===== config.mk =====
export PLATFORM = sky130hd
export DESIGN_NAME = sfx_sequencer_flat
export DESIGN_NICKNAME = d
export VERILOG_FILES = /design/src/rtl/sfx_sequencer_if.sv /design/src/rtl/sfx_sequencer.sv /design/src/flat_wrapper.sv
export SDC_FILE = /design/constraint.sdc
export NUM_CORES = 1
export LEC_CHECK = 0
export ABC_CLOCK_PERIOD_IN_PS = 4200
export BUFFER_PORTS_ARGS = -buffer_cell sky130_fd_sc_hd__buf_2
export CELL_PAD_IN_SITES_DETAIL_PLACEMENT = 1
export CELL_PAD_IN_SITES_GLOBAL_PLACEMENT = 2
export CORE_MARGIN = 1
export CORE_UTILIZATION = 39
export DETAILED_ROUTE_END_ITERATION = 8
export PLACE_DENSITY = 0.88
export SLEW_MARGIN = 25
export SYNTH_ARGS = -nofsm -noshare
export SYNTH_HDL_FRONTEND = slang
export SYNTH_SLANG_ARGS = --single-unit

===== constraint.sdc =====
create_clock -name clk -period 4.2 [get_ports clk]
set_input_delay 0.21 -clock clk [delete_from_list [all_inputs] [get_ports clk]]
set_output_delay 0.21 -clock clk [all_outputs]
set_load 0.02 [all_outputs]

===== src/rtl/sfx_sequencer_if.sv =====
// sfx_sequencer_if: signals between game logic, the sound-effect sequencer
// and the SN76477 parameter inputs.
//   trig/mute                   : requests and mute level into the sequencer
//   vco_freq .. mixer           : SN76477 parameter drives
//   busy/active_id/done         : sequencer status back to game logic
// Modports: slave = sequencer side, master = game-logic / bench side.
interface sfx_sequencer_if;
    logic [3:0] trig;
    logic       mute;
    logic [8:0] vco_freq;
    logic [7:0] noise_freq;
    logic [9:0] lfo_freq;
    logic       vco_select;
    logic       noise_select;
    logic [1:0] lfo_shift;
    logic [2:0] mixer;
    logic       busy;
    logic [1:0] active_id;
    logic       done;

    modport slave (
        input  trig, mute,
        output vco_freq, noise_freq, lfo_freq, vco_select, noise_select,
               lfo_shift, mixer, busy, active_id, done
    );

    modport master (
        output trig, mute,
        input  vco_freq, noise_freq, lfo_freq, vco_select, noise_select,
               lfo_shift, mixer, busy, active_id, done
    );
endinterface


===== src/rtl/sfx_sequencer.sv =====
// sfx_sequencer: arbitrates four sound-effect requests by fixed priority
// (higher index wins), loads the winner's preset onto the SN76477 parameter
// inputs, then sweeps the VCO or noise frequency once per tick for a fixed
// number of ticks.
// Ports:
//   clk   : system clock
//   reset : asynchronous, active-low reset
//   bus   : sfx_sequencer_if.slave (trig/mute in, SN76477 params + status out)
module sfx_sequencer #(
    parameter int TICK_DIV = 416667,
    parameter int CNT_W    = 19
) (
    input  logic                 clk,
    input  logic                 reset,
    sfx_sequencer_if.slave       bus
);

    typedef enum logic [1:0] {IDLE, LOAD, PLAY} state_t;

    // Which parameter the sweep acts on.
    localparam logic [1:0] TGT_NONE  = 2'd0;
    localparam logic [1:0] TGT_VCO   = 2'd1;
    localparam logic [1:0] TGT_NOISE = 2'd2;

    typedef struct packed {
        logic [8:0]        vco;
        logic [7:0]        noise;
        logic [9:0]        lfo;
        logic              vsel;
        logic              nsel;
        logic [1:0]        shift;
        logic [2:0]        mix;
        logic signed [5:0] delta;
        logic [1:0]        tgt;
        logic [6:0]        dur;
    } preset_t;

    function automatic preset_t preset(input logic [1:0] id);
        preset_t p;
        p = '0;
        case (id)
            2'd0: begin // blip
                p.vco = 9'd256; p.mix = 3'b001; p.delta = 6'sd8;
                p.tgt = TGT_VCO; p.dur = 7'd8;
            end
            2'd1: begin // laser
                p.vco = 9'd448; p.mix = 3'b001; p.delta = -6'sd16;
                p.tgt = TGT_VCO; p.dur = 7'd24;
            end
            2'd2: begin // explosion
                p.noise = 8'd224; p.nsel = 1'b1; p.mix = 3'b010;
                p.delta = -6'sd8; p.tgt = TGT_NOISE; p.dur = 7'd28;
            end
            default: begin // siren
                p.vco = 9'd128; p.lfo = 10'd384; p.vsel = 1'b1;
                p.shift = 2'b01; p.mix = 3'b001; p.delta = 6'sd0;
                p.tgt = TGT_NONE; p.dur = 7'd120;
            end
        endcase
        return p;
    endfunction

    // Saturating add: clamp to the parameter's range instead of wrapping.
    function automatic logic [8:0] sweep9(input logic [8:0] v, input logic signed [5:0] d);
        logic signed [10:0] s;
        s = $signed({2'b00, v}) + 11'(d);
        if (s < 0)           return 9'd0;
        else if (s > 11'sd511) return 9'h1ff;
        else                 return s[8:0];
    endfunction

    function automatic logic [7:0] sweep8(input logic [7:0] v, input logic signed [5:0] d);
        logic signed [9:0] s;
        s = $signed({2'b00, v}) + 10'(d);
        if (s < 0)           return 8'd0;
        else if (s > 10'sd255) return 8'hff;
        else                 return s[7:0];
    endfunction

    state_t            state;
    logic [3:0]        pending, pend_nxt;
    logic [CNT_W-1:0]  cnt;
    logic [6:0]        dur;
    logic [8:0]        vco_q;
    logic [7:0]        noise_q;
    logic [9:0]        lfo_q;
    logic              vsel_q, nsel_q;
    logic [1:0]        shift_q;
    logic [2:0]        mix_q;
    logic signed [5:0] delta_q;
    logic [1:0]        tgt_q;
    logic [1:0]        active_q;
    logic              busy_q, done_q;
    logic [1:0]        sel;
    logic              hi_pend;
    preset_t           pre;

    always_comb begin
        sel = 2'd0;
        if      (pending[3]) sel = 2'd3;
        else if (pending[2]) sel = 2'd2;
        else if (pending[1]) sel = 2'd1;

        hi_pend = 1'b0;
        for (int i = 0; i < 4; i++)
            if (pending[i] && (i > int'(active_q))) hi_pend = 1'b1;

        // A new trig on the same cycle as its own clear keeps the bit set.
        pend_nxt = pending | bus.trig;
        if (state == LOAD)
            pend_nxt = (pending & ~(4'b0001 << sel)) | bus.trig;

        pre = preset(sel);
    end

    always_ff @(posedge clk or negedge reset) begin
        if (!reset) begin
            state    <= IDLE;
            pending  <= '0;
            cnt      <= '0;
            dur      <= '0;
            vco_q    <= '0;
            noise_q  <= '0;
            lfo_q    <= '0;
            vsel_q   <= 1'b0;
            nsel_q   <= 1'b0;
            shift_q  <= '0;
            mix_q    <= '0;
            delta_q  <= '0;
            tgt_q    <= '0;
            active_q <= '0;
            busy_q   <= 1'b0;
            done_q   <= 1'b0;
        end else begin
            done_q  <= 1'b0;
            pending <= pend_nxt;
            case (state)
                IDLE: begin
                    // Look at this cycle's trig too so LOAD follows a request
                    // by one cycle.
                    if ((pending | bus.trig) != 4'b0000) begin
                        state  <= LOAD;
                        busy_q <= 1'b1;
                    end
                end
                LOAD: begin
                    vco_q    <= pre.vco;
                    noise_q  <= pre.noise;
                    lfo_q    <= pre.lfo;
                    vsel_q   <= pre.vsel;
                    nsel_q   <= pre.nsel;
                    shift_q  <= pre.shift;
                    mix_q    <= pre.mix;
                    delta_q  <= pre.delta;
                    tgt_q    <= pre.tgt;
                    dur      <= pre.dur;
                    active_q <= sel;
                    cnt      <= '0;
                    state    <= PLAY;
                end
                PLAY: begin
                    if (dur == 7'd0) begin
                        // Last tick's value was shown for one cycle; now end.
                        state    <= IDLE;
                        busy_q   <= 1'b0;
                        done_q   <= 1'b1;
                        vco_q    <= '0;
                        noise_q  <= '0;
                        lfo_q    <= '0;
                        vsel_q   <= 1'b0;
                        nsel_q   <= 1'b0;
                        shift_q  <= '0;
                        mix_q    <= '0;
                        active_q <= '0;
                    end else if (hi_pend) begin
                        state <= LOAD;
                    end else if (cnt == CNT_W'(TICK_DIV - 1)) begin
                        cnt <= '0;
                        dur <= dur - 7'd1;
                        if (tgt_q == TGT_VCO)   vco_q   <= sweep9(vco_q, delta_q);
                        if (tgt_q == TGT_NOISE) noise_q <= sweep8(noise_q, delta_q);
                    end else begin
                        cnt <= cnt + 1'b1;
                    end
                end
                default: state <= IDLE;
            endcase
        end
    end

    assign bus.vco_freq     = vco_q;
    assign bus.noise_freq   = noise_q;
    assign bus.lfo_freq     = lfo_q;
    assign bus.vco_select   = vsel_q;
    assign bus.noise_select = nsel_q;
    assign bus.lfo_shift    = shift_q;
    assign bus.mixer        = bus.mute ? 3'b000 : mix_q;
    assign bus.busy         = busy_q;
    assign bus.active_id    = active_q;
    assign bus.done         = done_q;

endmodule

===== src/flat_wrapper.sv =====
// flat-port wrapper written by rule: the top's interface ports become plain ports
module sfx_sequencer_flat 
#(
    parameter int TICK_DIV = 416667,
    parameter int CNT_W    = 19
)
  (clk, reset, bus_trig, bus_mute, bus_vco_freq, bus_noise_freq, bus_lfo_freq, bus_vco_select, bus_noise_select, bus_lfo_shift, bus_mixer, bus_busy, bus_active_id, bus_done);
  sfx_sequencer_if bus_i ();
  input  logic clk;
  input  logic reset;
  input wire logic [$bits(bus_i.trig)-1:0] bus_trig;
  input wire logic [$bits(bus_i.mute)-1:0] bus_mute;
  output wire logic [$bits(bus_i.vco_freq)-1:0] bus_vco_freq;
  output wire logic [$bits(bus_i.noise_freq)-1:0] bus_noise_freq;
  output wire logic [$bits(bus_i.lfo_freq)-1:0] bus_lfo_freq;
  output wire logic [$bits(bus_i.vco_select)-1:0] bus_vco_select;
  output wire logic [$bits(bus_i.noise_select)-1:0] bus_noise_select;
  output wire logic [$bits(bus_i.lfo_shift)-1:0] bus_lfo_shift;
  output wire logic [$bits(bus_i.mixer)-1:0] bus_mixer;
  output wire logic [$bits(bus_i.busy)-1:0] bus_busy;
  output wire logic [$bits(bus_i.active_id)-1:0] bus_active_id;
  output wire logic [$bits(bus_i.done)-1:0] bus_done;
  assign bus_i.trig = bus_trig;
  assign bus_i.mute = bus_mute;
  assign bus_vco_freq = bus_i.vco_freq;
  assign bus_noise_freq = bus_i.noise_freq;
  assign bus_lfo_freq = bus_i.lfo_freq;
  assign bus_vco_select = bus_i.vco_select;
  assign bus_noise_select = bus_i.noise_select;
  assign bus_lfo_shift = bus_i.lfo_shift;
  assign bus_mixer = bus_i.mixer;
  assign bus_busy = bus_i.busy;
  assign bus_active_id = bus_i.active_id;
  assign bus_done = bus_i.done;
  sfx_sequencer #(.TICK_DIV(TICK_DIV), .CNT_W(CNT_W)) u_core (.clk(clk), .reset(reset), .bus(bus_i));
endmodule

After elaboration in Yosys (flattened, before gate mapping). Index checks and enable logic that the tools add are counted.

$lt $le $gt $ge: 7. Equality and inequality tests: 17. Add/sub/neg operators: 4. Shifts and indexed selects: 1. Reductions and logical operators: 17. Muxes and demuxes: 54. Bitwise gates (word level): 4.

Operators by type and width (count): two-way mux 19 bit (3); two-way mux 8 bit (7); two-way mux 9 bit (6); case mux 17 bit (3 select lines) (1); case mux 19 bit (2 select lines) (1); case mux 9 bit (3 select lines) (1); two-way mux 7 bit (3); two-way mux 10 bit (2); case mux 10 bit (2 select lines) (1); adder 19 x 1 -> 19 bit, second input constant (1); == test 19 bit, second input constant (1); case mux 9 bit (2 select lines) (1); case mux 8 bit (2 select lines) (1); case mux 7 bit (2 select lines) (1); two-way mux 2 bit (6); inequality test 3 x 1 -> 1 bit, second input constant (4); AND reduction 4 bit (3); adder 10 x 6 -> 11 bit (1); greater-than comparator 11 x 10 -> 1 bit, second input constant (1); less-than comparator 11 x 1 -> 1 bit, second input constant (1); adder 9 x 6 -> 10 bit (1); greater-than comparator 10 x 9 -> 1 bit, second input constant (1); less-than comparator 10 x 1 -> 1 bit, second input constant (1); two-way mux 1 bit (10); other kinds (26) (45).

Bits in registers: 78. Output and inout port bits: 38.

Logic depth before layout (Yosys ltp). Gate-level depths: netlist (run 1).

Depth after elaboration: 9. Gate-level depth with buffers: 9. Gate-level depth less buffers: 9.

Worst setup path before layout (run 1). OpenSTA, ideal clock, no wires.

Path kind: register to register. Start: reg u_core.delta_q[4]. End: reg u_core.vco_q[1] (netlist: u_core.bus.vco_freq[1]). Library setup time: 0.118 ns. Setup slack: 1.557 ns. Arrival: 2.525 ns. Stages on the path, launching flop included: 10. Buffers on the path: 1. Cell sequence: dfrtp_1 > clkbuf_1 > inv_1 > fa_1 > nor2b_1 > o2111ai_1 > a211o_1 > mux2i_1 > nor3_1 > a21o_1.

Word-level cells in the longest chain between the ends: 9.

RTL lines: start, declared (line sfx_sequencer.sv:90) `logic signed [5:0] delta_q;`; start signal, assigned (line sfx_sequencer.sv:154) `delta_q <= pre.delta;`; adder 10 x 6 -> 11 bit * (line sfx_sequencer.sv:66) `s = $signed({2'b00, v}) + 11'(d);`; greater-than comparator 11 x 10 -> 1 bit (line sfx_sequencer.sv:68) `else if (s > 11'sd511) return 9'h1ff;`; two-way mux 9 bit (line sfx_sequencer.sv:68); two-way mux 9 bit * (line sfx_sequencer.sv:67) `if (s < 0) return 9'd0;`; two-way mux 9 bit * (line sfx_sequencer.sv:180) `if (tgt_q == TGT_VCO) vco_q <= sweep9(vco_q, delta_q);`; two-way mux 9 bit * (line sfx_sequencer.sv:177) `end else if (cnt == CNT_W'(TICK_DIV - 1)) begin`; two-way mux 9 bit * (line sfx_sequencer.sv:175) `end else if (hi_pend) begin`; two-way mux 9 bit * (line sfx_sequencer.sv:162) `if (dur == 7'd0) begin`; case mux 9 bit (2 select lines) * (line sfx_sequencer.sv:137) `case (state)`; end signal, assigned (line sfx_sequencer.sv:147) `vco_q <= pre.vco;`; end signal, assigned (line sfx_sequencer.sv:180); end, declared (line sfx_sequencer.sv:84) `logic [8:0] vco_q;`.

Mark *: on every way between the ends. The rest lies on a longest branch, timed or not. The select of a mux whose other input is x is not followed. A chain may end at the register's enable or synchronous reset.

Final worst setup path (run 1). Same ends and word-level chain as after synthesis.

==> results of run 1 <==
-- kinds of logic after synthesis --
group                    Yosys count  share of synthesized area [%]
AND/OR/NAND/NOR                  152                           22.2
AO/OA/AOI/OAI                    114                           19.1
flip-flops                        56                           37.5
buffers and inverters             51                           7.03
adder cells (fa/ha/maj)           28                           9.78
XOR/XNOR                          11                           2.58
multiplexers                       6                           1.64
other                              1                          0.100
-- metrics by stage --
stage                     area, um^2  worst slack [ns]  util, %  power [mW]
after floorplan                 3770              1.56        -        1.55
after detailed placement        3950              1.16     42.8        1.83
after CTS                       4060              1.14     43.9        2.20
after global routing            4060             0.840     43.9        2.35
after global placement          3950              1.34     42.8        1.79
final                           4060              1.14     43.9        2.18
-- layer usage --
metal	share of wire (%)	wire length (um)	global-route usage (%)
met1	47	4410	27.1
met2	50	4730	34.8
met3	2.3	214	2.30
met4	1.2	115	5.09
met5	0	0	0
-- cells in the final DEF, fill, tap and decap left out, types with 3 or more instances in the layout --
master,Yosys,final
sky130_fd_sc_hd__dfrtp_1,56,56
sky130_fd_sc_hd__nor2b_1,10,10
sky130_fd_sc_hd__buf_4,18,4
sky130_fd_sc_hd__ha_1,26,26
sky130_fd_sc_hd__nor3_1,4,4
sky130_fd_sc_hd__nand4b_1,5,5
sky130_fd_sc_hd__or2_2,3,3
sky130_fd_sc_hd__conb_1,1,10
sky130_fd_sc_hd__nand4_1,4,4
sky130_fd_sc_hd__nand2b_1,6,6
sky130_fd_sc_hd__a41oi_1,3,3
sky130_fd_sc_hd__o21ai_1,6,6
sky130_fd_sc_hd__a21o_1,7,7
sky130_fd_sc_hd__inv_1,22,22
sky130_fd_sc_hd__xor2_1,6,6
sky130_fd_sc_hd__nand3b_1,3,3
sky130_fd_sc_hd__buf_2,3,34
sky130_fd_sc_hd__nand3_1,14,14
sky130_fd_sc_hd__nor2_1,31,31
sky130_fd_sc_hd__and3_1,7,7
sky130_fd_sc_hd__clkbuf_8,0,5
sky130_fd_sc_hd__nand2_1,36,36
sky130_fd_sc_hd__o31ai_1,8,8
sky130_fd_sc_hd__mux2i_1,5,5
sky130_fd_sc_hd__a31oi_1,4,4
sky130_fd_sc_hd__o211ai_1,4,4
sky130_fd_sc_hd__nor4_1,5,5
sky130_fd_sc_hd__a21oi_1,22,22
sky130_fd_sc_hd__xnor2_1,5,5
sky130_fd_sc_hd__o22ai_1,5,5
sky130_fd_sc_hd__o21ai_0,38,38
sky130_fd_sc_hd__and2_1,6,6
-- flip-flops by register name, indices dropped and copies added, names as in the netlist --
signal                 count
u_core.bus.active_id       2
u_core.bus.busy            1
u_core.bus.done            1
u_core.bus.lfo_freq        1
u_core.bus.noise_freq      6
u_core.bus.vco_freq        7
u_core.cnt                19
u_core.delta_q             2
u_core.dur                 7
u_core.mix_q               2
u_core.pending             4
u_core.state               2
u_core.tgt_q               2
-- area by class of cell --
type / instances / area, um^2 / area share (%)
Tap cell: 129 / 161 / 3.98
Multi-Input combinational cell: 321 / 2110 / 51.9
Clock buffer: 6 / 72.6 / 1.79
Sequential cell: 56 / 1400 / 34.5
Clock inverter: 2 / 35.0 / 0.863
Timing Repair Buffer: 38 / 200 / 4.93
Inverter: 22 / 82.6 / 2.03
-- cell usage after synthesis (all sizes together), types with 2 or more instances --
cell    number
a211o        2
a21o         7
a21oi       22
a31oi        4
a41oi        3
and2         7
and3         7
and3b        2
buf         21
clkbuf       8
dfrtp       56
fa           2
ha          26
inv         22
mux2i        5
nand2       37
nand2b       6
nand3       14
nand3b       3
nand4        4
nand4b       5
nor2        32
nor2b       10
nor3         4
nor3b        3
nor4         6
nor4b        2
o211ai       4
o21ai       46
o22ai        5
o311ai       2
o31ai        8
o41ai        2
or2          3
or3          2
or4          3
xnor2        5
xor2         6
-- power groups by stage --
| stage | registers, mW | clock network (mW) | logic (mW) |
|---|---|---|---|
| 3_5_place_dp | 0.781 | 0 | 1.05 |
| 5_1_grt | 0.788 | 0.384 | 1.18 |
| 6_report | 0.770 | 0.359 | 1.05 |
| 4_1_cts | 0.772 | 0.369 | 1.06 |
| 3_3_place_gp | 0.771 | 0 | 1.02 |
| 2_1_floorplan | 0.782 | 0 | 0.769 |
-- worst paths after layout --
kind,start,to,slack [ns],cells after the start
max in group asynchronous,reset,u_core.bus.noise_freq[4]$_DFFE_PN0P_,3.67,2
worst max-delay path,u_core.delta_q[4]$_DFFE_PN0P_,u_core.bus.vco_freq[1]$_DFFE_PN0P_,1.14,8
worst min-delay path,reset,u_core.delta_q[3]$_DFFE_PN0P_,0.02,2
worst max register to register,u_core.delta_q[4]$_DFFE_PN0P_,u_core.bus.vco_freq[1]$_DFFE_PN0P_,1.14,8
min in group clk,bus_trig[0],u_core.pending[0]$_DFF_PN0_,0.08,2
worst min register to register,u_core.pending[0]$_DFF_PN0_,u_core.pending[0]$_DFF_PN0_,0.49,1
==> impl.org, run 1 <==
** Run status
- Status :: completed

** Setup path
- Critical path peak fanout :: 18
- Among cell families on the critical path, the largest total delay comes from flip-flops.
- CP arrival :: 3.28 ns
- The largest single stage delay on the critical path is 0.79 ns.
- Buffers & Inverters on Critical Path :: 1
- CP Capture Type :: register
- Endpoint required time on the critical path :: 4.41 ns
- The worst setup path is of the register to register kind.
- Sequence of cells on the critical path :: inv_1 > fa_1 > nor2b_1 > o2111ai_1 > a211o_1 > mux2i_1 > nor3_1 > a21o_1
- Crit path launch type :: register
- Highest-delay cell along the critical path :: sky130_fd_sc_hd__dfrtp_1

** Routing
- Summed over all layers, the routed wires come to 9460 um.
- # DRC :: 0
- In this run the remaining antenna-violating nets after routing total 0.
- After detailed routing, the number of vias per cell comes to 5.45.
- First drt pass iteration count :: 4
- Via count of the routed design :: 3128
- For this block, the initial DRC count from the detailed router was 126.
- After detailed routing, the average wire length per cell comes to 16.5 um.

** Timing
- Worst clock skew on the final layout :: 0.0136 ns
- In this run the tightest slew margin relative to its limit is 45.5%.
- Dividing the final minimum period by the clock period gives 72.9%.
- Highest clock frequency the design can meet :: 0.326 GHz
- Hold violation count in the final report :: 0
- Final critical path time including I/O delays and setup :: 3.06 ns
- Minimum hold slack :: 0.0238 ns
- Total of endpoints with negative setup slack in the final report :: 0
- Setup repair after global routing missed its margin :: no
- The final-report max-slew violation count came to 0.
- At the pin with the least slew margin, the transition time is 0.817 ns.
- Sum of negative setup slack :: 0 ns

** Yosys
- Cells taking the most area after synthesis :: sky130_fd_sc_hd__dfrtp_1 38%, sky130_fd_sc_hd__ha_1 8.7%, sky130_fd_sc_hd__o21ai_0 5.1%
- Sequential share of the synthesized area :: 37.5%
- Cell type with the largest total area after synthesis :: sky130_fd_sc_hd__dfrtp_1
- In the synthesized netlist the async set-or-reset flop fraction comes to 100%.
- Yosys top cell area share :: 37.5%
- EDFF count, synth :: 0
- The synthesized design contains 56 register bits.
- Main flop type after synthesis :: sky130_fd_sc_hd__dfrtp_1
- A synthesized cell averages 8.92 um^2.
- Synthesis handed over a netlist of 419 instances.
- Yosys warning count :: 0
- Area of the mapped netlist :: 3740 um^2
- The netlist uses 63 different library cells.

** CTS
- Clock latency reported for the late side of the worst-skew pair :: 0.32 ns
- Post-CTS timing repair inserted 0 buffers for setup.
- In this run, post-CTS repair resized a total of 0 instances.
- TritonCTS clock tree :: done
- # hold bufs at CTS :: 0
- CTS root buffer :: sky130_fd_sc_hd__clkbuf_8
- After clock tree synthesis, the clock-pin slew on the worst setup and hold paths is 0.10 ns.
- Number of buffers created by CTS :: 5
- Max clock buf depth :: 2
- Clock sink count :: 56
- Count of H-tree levels built during CTS :: 2

** Place
- Total placed cells including tap cells :: 566
- Port buffering added 34 buffers.
- At the end of routability-driven placement, the weighted congestion stood at 0.847.
- Half-perimeter wire length of the detailed placement result :: 6970 um

** Die
- Ports :: 45
- The floorplan has 35 rows.
- Core outline area :: 9240 um^2
- Die Span X :: 99.9 um
- Die Y :: 99.9 um
- Die Area :: 9980 um^2
- Once the floorplan was initialized, standard cells occupied 40.4% of the core.

** Power and ir drop
- The analysis attributes to net switching a power of 999 uW.
- In this run the power density over the cells is 537 nW/um^2.
- Pleak :: 1.79 nW
- VDD IR-drop max :: 0.276 mV
- Combinational cells account for 48.2% of the total power.
- Portion of total power attributed to sequential cells :: 35.3%
- Per report_power, the clock group accounts for 16.5% of the total.
- Net switching is 45.8% of the power.
- Internal power consumption :: 1.18 mW

** Cells and area
- Total number of nets in the final design :: 479
- Area growth, synth to finish :: 8.64%
- Once layout is complete, the cells apart from fillers number 574.
- 0 antenna diodes ended up in the layout.
- Layout fillers :: 1107
- In the final layout, the share of cells above drive strength 1 is 13.7%.

** GRT
- The number of antenna violations at the first check in global routing is 0.
- Total Routing Usage GR :: 20.2%
- The number of global-route vias before repair is 3172.
- Entering global routing, the biggest net connects 57 pins.
- Remaining Overflow, GRT :: 0
- The first global-routing pass estimated 16000 um of wire.

** Min path
- Type of the worst min-delay path :: input port to async pin

** Job
- Number of maximum-capacitance constraint violations :: 0
Power figures use the tool's default switching activity.
==> run 2, diff against run 1 <==
Settings changed: ABC_CLOCK_PERIOD_IN_PS 4200 to 3200, CORE_UTILIZATION 39 to 36, PLACE_DENSITY 0.88 to 0.82.
Clock period 4.2 ns to 3.2 ns, I/O delays scaled along.
==> run 2 against run 1 <==
- sequential cell count stayed put
- critical path depth is the same
- clock skew shrank 0.0072 ns
- non-clock buffer count up 4
- utilization decreased by 2.7 points
- clock power up 28%
- global-route usage down 1.8 points
- largest cell class unchanged
==> impl.org, run 2 (same netlist as run 1, synthesis figures left out) <==
** Setup path
- Highest-delay cell along the critical path :: sky130_fd_sc_hd__o41ai_2
- Critical path peak fanout :: 8 (-10)
- Crit path launch type :: register
- Biggest cell delay along the critical path :: 0.54 ns (-0.25 ns)
- By startpoint and endpoint, the worst setup path is classified as register to register.
- In this design, the critical path's most frequently occurring cell is sky130_fd_sc_hd__o21ai_0.
- STA classifies the critical path endpoint as a register.
- The number of gates on the worst path with buffers counted is 8 (unchanged).
- Cell family with most CP delay :: compound AO/OA/AOI/OAI gates
- Sequence of cells on the critical path :: inv_1 > ha_1 > or3b_4 > o41ai_2 > buf_4 > o21ai_0 > a21oi_1 > o21ai_0
- The endpoint arrival time on the critical path is 2.83 ns (-0.45 ns).
- The critical path buffer and inverter count is 2 (+1).
- The worst reg-to-reg path cell count is 8 (unchanged).
- Endpoint required time on the critical path :: 3.40 ns (-1.01 ns)

** Routing
- The per-cell routed wire length is 16.5 um (+0.29%).
- The DRC marker count from the first detailed-route iteration was 186 (+48%).
- Via count of the routed design :: 3148 (+0.64%)
- The final wirelength is 9590 um (+1.3%).
- The detail-routed via count per cell is 5.43 (-0.40%).
- # DRC :: 0 (unchanged)
- First drt pass iteration count :: 4 (unchanged)
- Antenna Violating Nets Remaining :: 0 (unchanged)

** Die
- The die boundary height was 104 um (+4.0%).
- Die Span X :: 104 um (+4.0%)
- The initial core utilization was 37.7% (-2.7 points).
- The core area is 9910 um^2 (+7.2%).
- The area of the die came to 10800 um^2 (+8.2%).
- The number of top-level pins was 45 (unchanged).
- Number of placement rows :: 36 (+2.9%)

** Power and ir drop
- Logic gate share of total power :: 49.8% (+1.6 points)
- The areal power density over the cells came to 710 nW/um^2 (+32%).
- Clock network fraction of total power :: 15.8% (-0.7 points)
- VDD IR-drop max :: 0.378 mV (+37%)
- Portion of total power attributed to sequential cells :: 34.4% (-0.9 points)
- Internal power consumption :: 1.57 mW (+33%)
- The reported net switching power came to 1.33 mW (+33%).
- Switching part of the total :: 45.9% (+0.046 points)
- The leakage power was 1.81 nW (+0.81%).

** Cells and area
- The flip-flop count of the largest register, all copies and words added came to 19 (unchanged).
- Largest Register :: u_core.cnt
- The number of diodes added for antenna fixing is 0 (unchanged).
- Compared with the post-synthesis result, the final layout area differs by 9.41%.
- Total number of nets in the final design :: 483 (+0.84%)
- Non-filler instance count after layout :: 580 (+1.0%)
- The top cell types in the final layout, fill and taps aside, are 56 x sky130_fd_sc_hd__dfrtp_1, 38 x sky130_fd_sc_hd__o21ai_0, 36 x sky130_fd_sc_hd__nand2_1.
- The share of final-layout standard cells stronger than drive strength 1 came to 14.1% (+0.39 points).
- The library cell used most frequently in the layout, excluding fill and tap cells, is sky130_fd_sc_hd__dfrtp_1.

** Place
- The cell total after placement was 573 (+1.2%).
- The half-perimeter wire length of the detailed placement result is 7090 um (+1.7%).
- Port Buf Inserts :: 34 (unchanged)
- The global placer's final weighted congestion is 0.795 (-6.1%).

** CTS
- TritonCTS clock tree :: done
- The number of buffers between clock root and the deepest sink came to 2 (unchanged).
- Worst-path clk slew :: 0.10 ns (about the same)
- Count of H-tree levels built during CTS :: 2 (unchanged)
- CTS root buffer :: sky130_fd_sc_hd__clkbuf_8
- The clock sink count is 56 (unchanged).
- Count of buffers added by post-CTS timing repair for setup :: 0 (unchanged)
- The number of buffers inserted during clock tree synthesis is 5 (unchanged).
- Clock latency reported for the late side of the worst-skew pair :: 0.31 ns (about the same)

** Timing
- Actual transition at the worst max-transition pin :: 0.811 ns (-0.00693 ns)
- Sum of negative setup slack :: 0 ns (unchanged)
- The portion of the clock cycle consumed by the worst path in the final layout came to 82.5% (+9.5 points).
- The final-report hold violation count is 0 (unchanged).
- Total of endpoints with negative setup slack in the final report :: 0 (unchanged)
- Worst slew margin relative to its limit :: 46.0% (+0.46 points)
- The maximum clock frequency was 0.379 GHz (+16%).
- The worst setup skew after layout came to 0.00637 ns (-0.00721 ns).
- Setup repair after global routing missed its margin :: no
- Final critical path time including I/O delays and setup :: 2.64 ns (-0.424 ns)
- The final-report max-slew violation count was 0 (unchanged).

** GRT
- The number of global-route vias before repair was 3112 (-1.9%).
- Total Routing Usage GR :: 18.5% (-1.8 points)
- Wire length of the first global-routing pass :: 16300 um (+2.0%)
- Maximum number of pins on one net before global-route repair :: 37 (-35%)
- The aggregate global routing overflow is 0 (unchanged).
- The number of antenna violations at the first check in global routing is 0 (unchanged).

** Min path
- The worst hold path belongs to the class input port to register.
- Instance count along the most critical hold path :: 2

** Run status
- The run finished with clean final reports.

** Job
- Number of maximum-capacitance constraint violations :: 0 (unchanged)
==> run 2: layer usage <==
metal	vias up	global-route usage [%]	share of wire [%]
met4	0	3.06	0.65
met2	35	29.4	46
met1	1582	27.1	51
li1	1526	-	-
met5	-	0	0
met3	5	2.26	2.4
==> run 2: area by class of cell <==
type	count	area, um^2
Clock buffer	5	68.8
Clock inverter	1	30.0
Timing Repair Buffer	42	233
Inverter	22	82.6
Fill cell	1179	5820
Multi-Input combinational cell	321	2110
Sequential cell	56	1400
Tap cell	133	166
==> run 2: worst reg2reg max path, cell delays in order (launching register included) <==
cell,delay [ns]
sky130_fd_sc_hd__dfrtp_1,0.42
sky130_fd_sc_hd__inv_1,0.09
sky130_fd_sc_hd__ha_1,0.19
sky130_fd_sc_hd__or3b_4,0.44
sky130_fd_sc_hd__o41ai_2,0.54
sky130_fd_sc_hd__buf_4,0.27
sky130_fd_sc_hd__o21ai_0,0.25
sky130_fd_sc_hd__a21oi_1,0.23
sky130_fd_sc_hd__o21ai_0,0.09
==> run 2: worst paths after layout <==
kind                                        startpoint                                    to  slack [ns]
hold / removal                             bus_trig[2]           u_core.pending[2]$_DFF_PN0_        0.04
setup reg to reg             u_core.dur[0]$_DFFE_PN0P_  u_core.bus.noise_freq[6]$_DFFE_PN0P_        0.56
setup / recovery             u_core.dur[0]$_DFFE_PN0P_  u_core.bus.noise_freq[6]$_DFFE_PN0P_        0.56
max in group asynchronous                        reset    u_core.bus.lfo_freq[7]$_DFFE_PN0P_        1.99
hold reg to reg            u_core.pending[0]$_DFF_PN0_           u_core.pending[0]$_DFF_PN0_        0.49
min in group asynchronous                        reset             u_core.cnt[5]$_DFFE_PN0P_        0.34
==> run 2: repair_timing <==
item,CTS,global route
hold buffers,1,0
resized for setup,0,0
hold endpoints to repair,20,0
==> run 2: through the flow <==
step           setup WS (ns)  hold slack, ns  area, um^2  util, %  power [mW]
2_1_floorplan          0.557          -0.136        3770        -        2.03
3_3_place_gp           0.718           0.158        3980     40.2        2.42
3_5_place_dp           0.611           0.161        3980     40.2        2.47
4_1_cts                0.593          0.0343        4090     41.3        2.94
5_1_grt                0.373          0.0305        4090     41.3        3.15
6_report               0.561          0.0362        4090     41.3        2.90
==> run 2: power groups by stage <==
stage	registers [mW]	clock network [mW]	logic, mW
6_report	0.997	0.459	1.45
5_1_grt	1.03	0.495	1.63
4_1_cts	0.999	0.474	1.46
3_5_place_dp	1.01	0	1.45
3_3_place_gp	1.00	0	1.41
2_1_floorplan	1.03	0	1.01
==> run 3, diff against run 2 <==
Settings changed: ABC_CLOCK_PERIOD_IN_PS 3200 to 2130, CORE_UTILIZATION 36 to 33, PLACE_DENSITY 0.82 to 0.79.
Clock period 3.2 ns to 2.13 ns, I/O delays scaled along.
==> run 3 against run 2 <==
- the flow now finishes with violations (negative hold slack, negative setup slack)
- combinational power rose by 140%
- highest routed layer unchanged
- clock skew rose by 0.0031 ns
- cell area up 29%
- worst setup slack worse by 0.71 ns
- worst hold slack worse by 0.036 ns
- count of clock-buffer cells in the layout stayed put
- clock power is 110% higher
- routed wire length up 22%
- sequential share of layout area decreased by 7.7 points
- register-to-register slack worse by 0.71 ns
==> impl.org, run 3 (same netlist as run 1, synthesis figures left out) <==
** Run status
- The flow ran to the end, but the final reports show violations.
- Failing checks :: negative hold slack, negative setup slack

** Cells and area
- Layout fillers :: 1268 (+7.5%)
- Layout cell share with drive strength beyond 1 :: 39.5% (+25 points)
- Total number of nets in the final design :: 568 (+18%)
- Area of all placed cells without fillers :: 5290 um^2 (+29%)
- Leaving out fill and tap cells, the most frequent cells in the layout are 75 x sky130_fd_sc_hd__buf_4, 54 x sky130_fd_sc_hd__dfrtp_1, 35 x sky130_fd_sc_hd__nand2_1.
- The number of standard cells in the final layout excluding fillers was 674 (+16%).
- Max FFs per register :: 19 (unchanged)
- Area growth, synth to finish :: 41.5%
- Largest Register :: u_core.cnt
- The number of diodes added for antenna fixing is 0 (unchanged).
- Most common cell after layout, fill and taps aside :: sky130_fd_sc_hd__buf_4

** Place
- Worst slack, placed :: -0.255 ns (-0.865 ns)
- Total placed cells including tap cells :: 638 (+11%)
- The cell area reported after detailed placement came to 4460 um^2 (+12%).
- Global placement routability congestion :: 0.779 (-2.1%)
- Half-perimeter wire length of the detailed placement result :: 8120 um (+15%)
- The count of input and output buffers was 34 (unchanged).

** Setup path
- Endpoint required time on the critical path :: 2.32 ns (-1.08 ns)
- STA classifies the critical path endpoint as a register.
- Crit Path Category :: register to register
- The endpoint arrival time on the critical path is 2.48 ns (-0.35 ns).
- The worst setup path is launched from a register.
- The highest fanout seen on the critical path is 4 (-4).

** Timing
- Sum of negative setup slack :: -1.07 ns (-1.07 ns)
- The worst hold slack after final layout came to -0.0000801 ns (-0.0363 ns).
- Hold violation count in the final report :: 1 (+1)
- The final critical-path setup slack came to -0.152 ns (-0.713 ns).
- The maximum clock frequency is 0.438 GHz (+16%).
- The count of endpoints failing setup in the final report is 14 (+14).
- Worst clock skew on the final layout :: 0.00950 ns (+0.00313 ns)
- Period Utilization, post-route :: 107% (+25 points)
- Final critical path time including I/O delays and setup :: 2.28 ns (-0.357 ns)
- The relative slew slack is 60.2% (+14 points).
- Setup repair after global routing missed its margin :: yes
- The slew at the pin with the worst max-slew slack is 0.597 ns (-0.213 ns).
- Number of max-slew violations in the final report :: 0 (unchanged)

** Routing
- Avg WL per Cell :: 17.4 um (+5.2%)
- # DRC :: 0 (unchanged)
- The DRC marker count from the first detailed-route iteration is 102 (-45%).
- The remaining antenna violation count came to 0 (unchanged).
- First drt pass iteration count :: 4 (unchanged)
- The final wirelength came to 11700 um (+22%).
- The number of vias in the routed layout is 3544 (+13%).
- Average via count per standard cell :: 5.26 (-3.1%)

** GRT
- Wire length of the first global-routing pass :: 18200 um (+11%)
- Number of antenna violations at the first check in global routing :: 0 (unchanged)
- Total Routing Usage GR :: 19.6% (+1.1 points)
- Vias in the first global route :: 3618 (+16%)
- Maximum number of pins on one net before global-route repair :: 27 (-27%)
- The aggregate global routing overflow is 0 (unchanged).

** Die
- Ports :: 45 (unchanged)
- Die Span X :: 108 um (+4.4%)
- The die boundary height was 108 um (+4.4%).
- The core area came to 10900 um^2 (+10%).
- Number of placement rows :: 38 (+5.6%)
- Die Area :: 11800 um^2 (+8.9%)
- The initial core utilization came to 34.2% (-3.5 points).

** CTS
- Number of buffers created by CTS :: 5 (unchanged)
- The clock sink count came to 56 (unchanged).
- Max clock buf depth :: 2 (unchanged)
- The depth of the CTS H-tree came to 2 (unchanged).
- CTS root buffer :: sky130_fd_sc_hd__clkbuf_16
- TritonCTS built the clock tree.
- Worst-path clk slew :: 0.08 ns (-0.02 ns)
- Clock latency reported for the late side of the worst-skew pair :: 0.30 ns (about the same)

** Job
- Number of maximum-capacitance constraint violations :: 0 (unchanged)

** Min path
- Type of the worst min-delay path :: input port to register

** Power and ir drop
- Pleak :: 2.36 nW (+31%)
- The worst supply voltage drop on vdd is 0.506 mV (+34%).
- The total power was 5.86 mW (+100%).
- Power per standard cell area :: 1110 nW/um^2 (+56%)
==> run 3: cell count changes in the layout (fill, tap and decap cells not counted), moves of 10 or more <==
cell,previous run,this run
sky130_fd_sc_hd__buf_4,7,75
sky130_fd_sc_hd__buf_6,0,15
sky130_fd_sc_hd__o21ai_0,38,24
sky130_fd_sc_hd__a21oi_1,22,11
sky130_fd_sc_hd__ha_1,26,15
sky130_fd_sc_hd__a21oi_2,0,10
==> run 3: worst paths after layout <==
check	from	to	slack, ns	depth (start not counted)
max in group asynchronous	reset	u_core.cnt[0]$_DFFE_PN0P_	1.21	3
worst min register to register	u_core.pending[0]$_DFF_PN0_	u_core.pending[0]$_DFF_PN0_	0.48	1
worst max register to register	u_core.delta_q[3]$_DFFE_PN0P_	u_core.bus.vco_freq[1]$_DFFE_PN0P_	-0.15	10
worst min-delay path	bus_trig[1]	u_core.pending[1]$_DFF_PN0_	-0.00008	2
min in group asynchronous	reset	u_core.bus.vco_freq[5]$_DFFE_PN0P_	0.25	2
worst max-delay path	u_core.delta_q[3]$_DFFE_PN0P_	u_core.bus.vco_freq[1]$_DFFE_PN0P_	-0.15	10
==> run 3: worst max-delay path, cell delays in order, from the launching register on <==
cell                        delay, ns
sky130_fd_sc_hd__dfrtp_1         0.42
sky130_fd_sc_hd__ha_2            0.23
sky130_fd_sc_hd__inv_2           0.04
sky130_fd_sc_hd__fa_2            0.38
sky130_fd_sc_hd__nor2b_4         0.14
sky130_fd_sc_hd__o2111ai_2       0.14
sky130_fd_sc_hd__a211o_1         0.31
sky130_fd_sc_hd__mux2i_4         0.18
sky130_fd_sc_hd__buf_6           0.14
sky130_fd_sc_hd__nor3_2          0.04
sky130_fd_sc_hd__a21o_1          0.16
==> run 3: stage by stage <==
stage,util (%),hold slack [ns]
after CTS,45.4,0.000202
after global routing,48.3,0.00206
final,48.3,-0.0000801
after global placement,40.7,0.0233
after detailed placement,40.7,0.0278
after floorplan,-,-0.189
==> run 3: per-layer routing <==
metal	track usage [%]	part of all wire, %
met1	25.5	46
met2	34.6	51
met5	0	0
met3	2.05	1.8
met4	4.83	1.3
==> run 3: final cells by class <==
cell class | count | area [um^2] | share of cell area (%)
Clock buffer | 5 | 125 | 2.37
Clock inverter | 3 | 42.5 | 0.805
Inverter | 22 | 85.1 | 1.61
Multi-Input combinational cell | 321 | 2500 | 47.2
Sequential cell | 56 | 1400 | 26.6
Tap cell | 140 | 175 | 3.31
Timing Repair Buffer | 127 | 957 | 18.1
==> run 3: power by group <==
group / switching [mW] / total (mW) / leakage, nW / internal (mW)
logic: 1.88 / 3.44 / 1.57 / 1.56
clock network: 0.395 / 0.948 / 0.0798 / 0.554
registers: 0.217 / 1.47 / 0.716 / 1.26
total: 2.50 / 5.86 / 2.36 / 3.37
==> run 3: timing repair <==
item / in CTS / in global routing
hold buffers: 1 / 0
gates cloned: 0 / 1
buffers inserted: 14 / 12
endpoints found under the hold margin: 13 / 0
pin swaps: 19 / 22
endpoints found under the setup margin: 28 / 41
gates resized for setup: 61 / 39
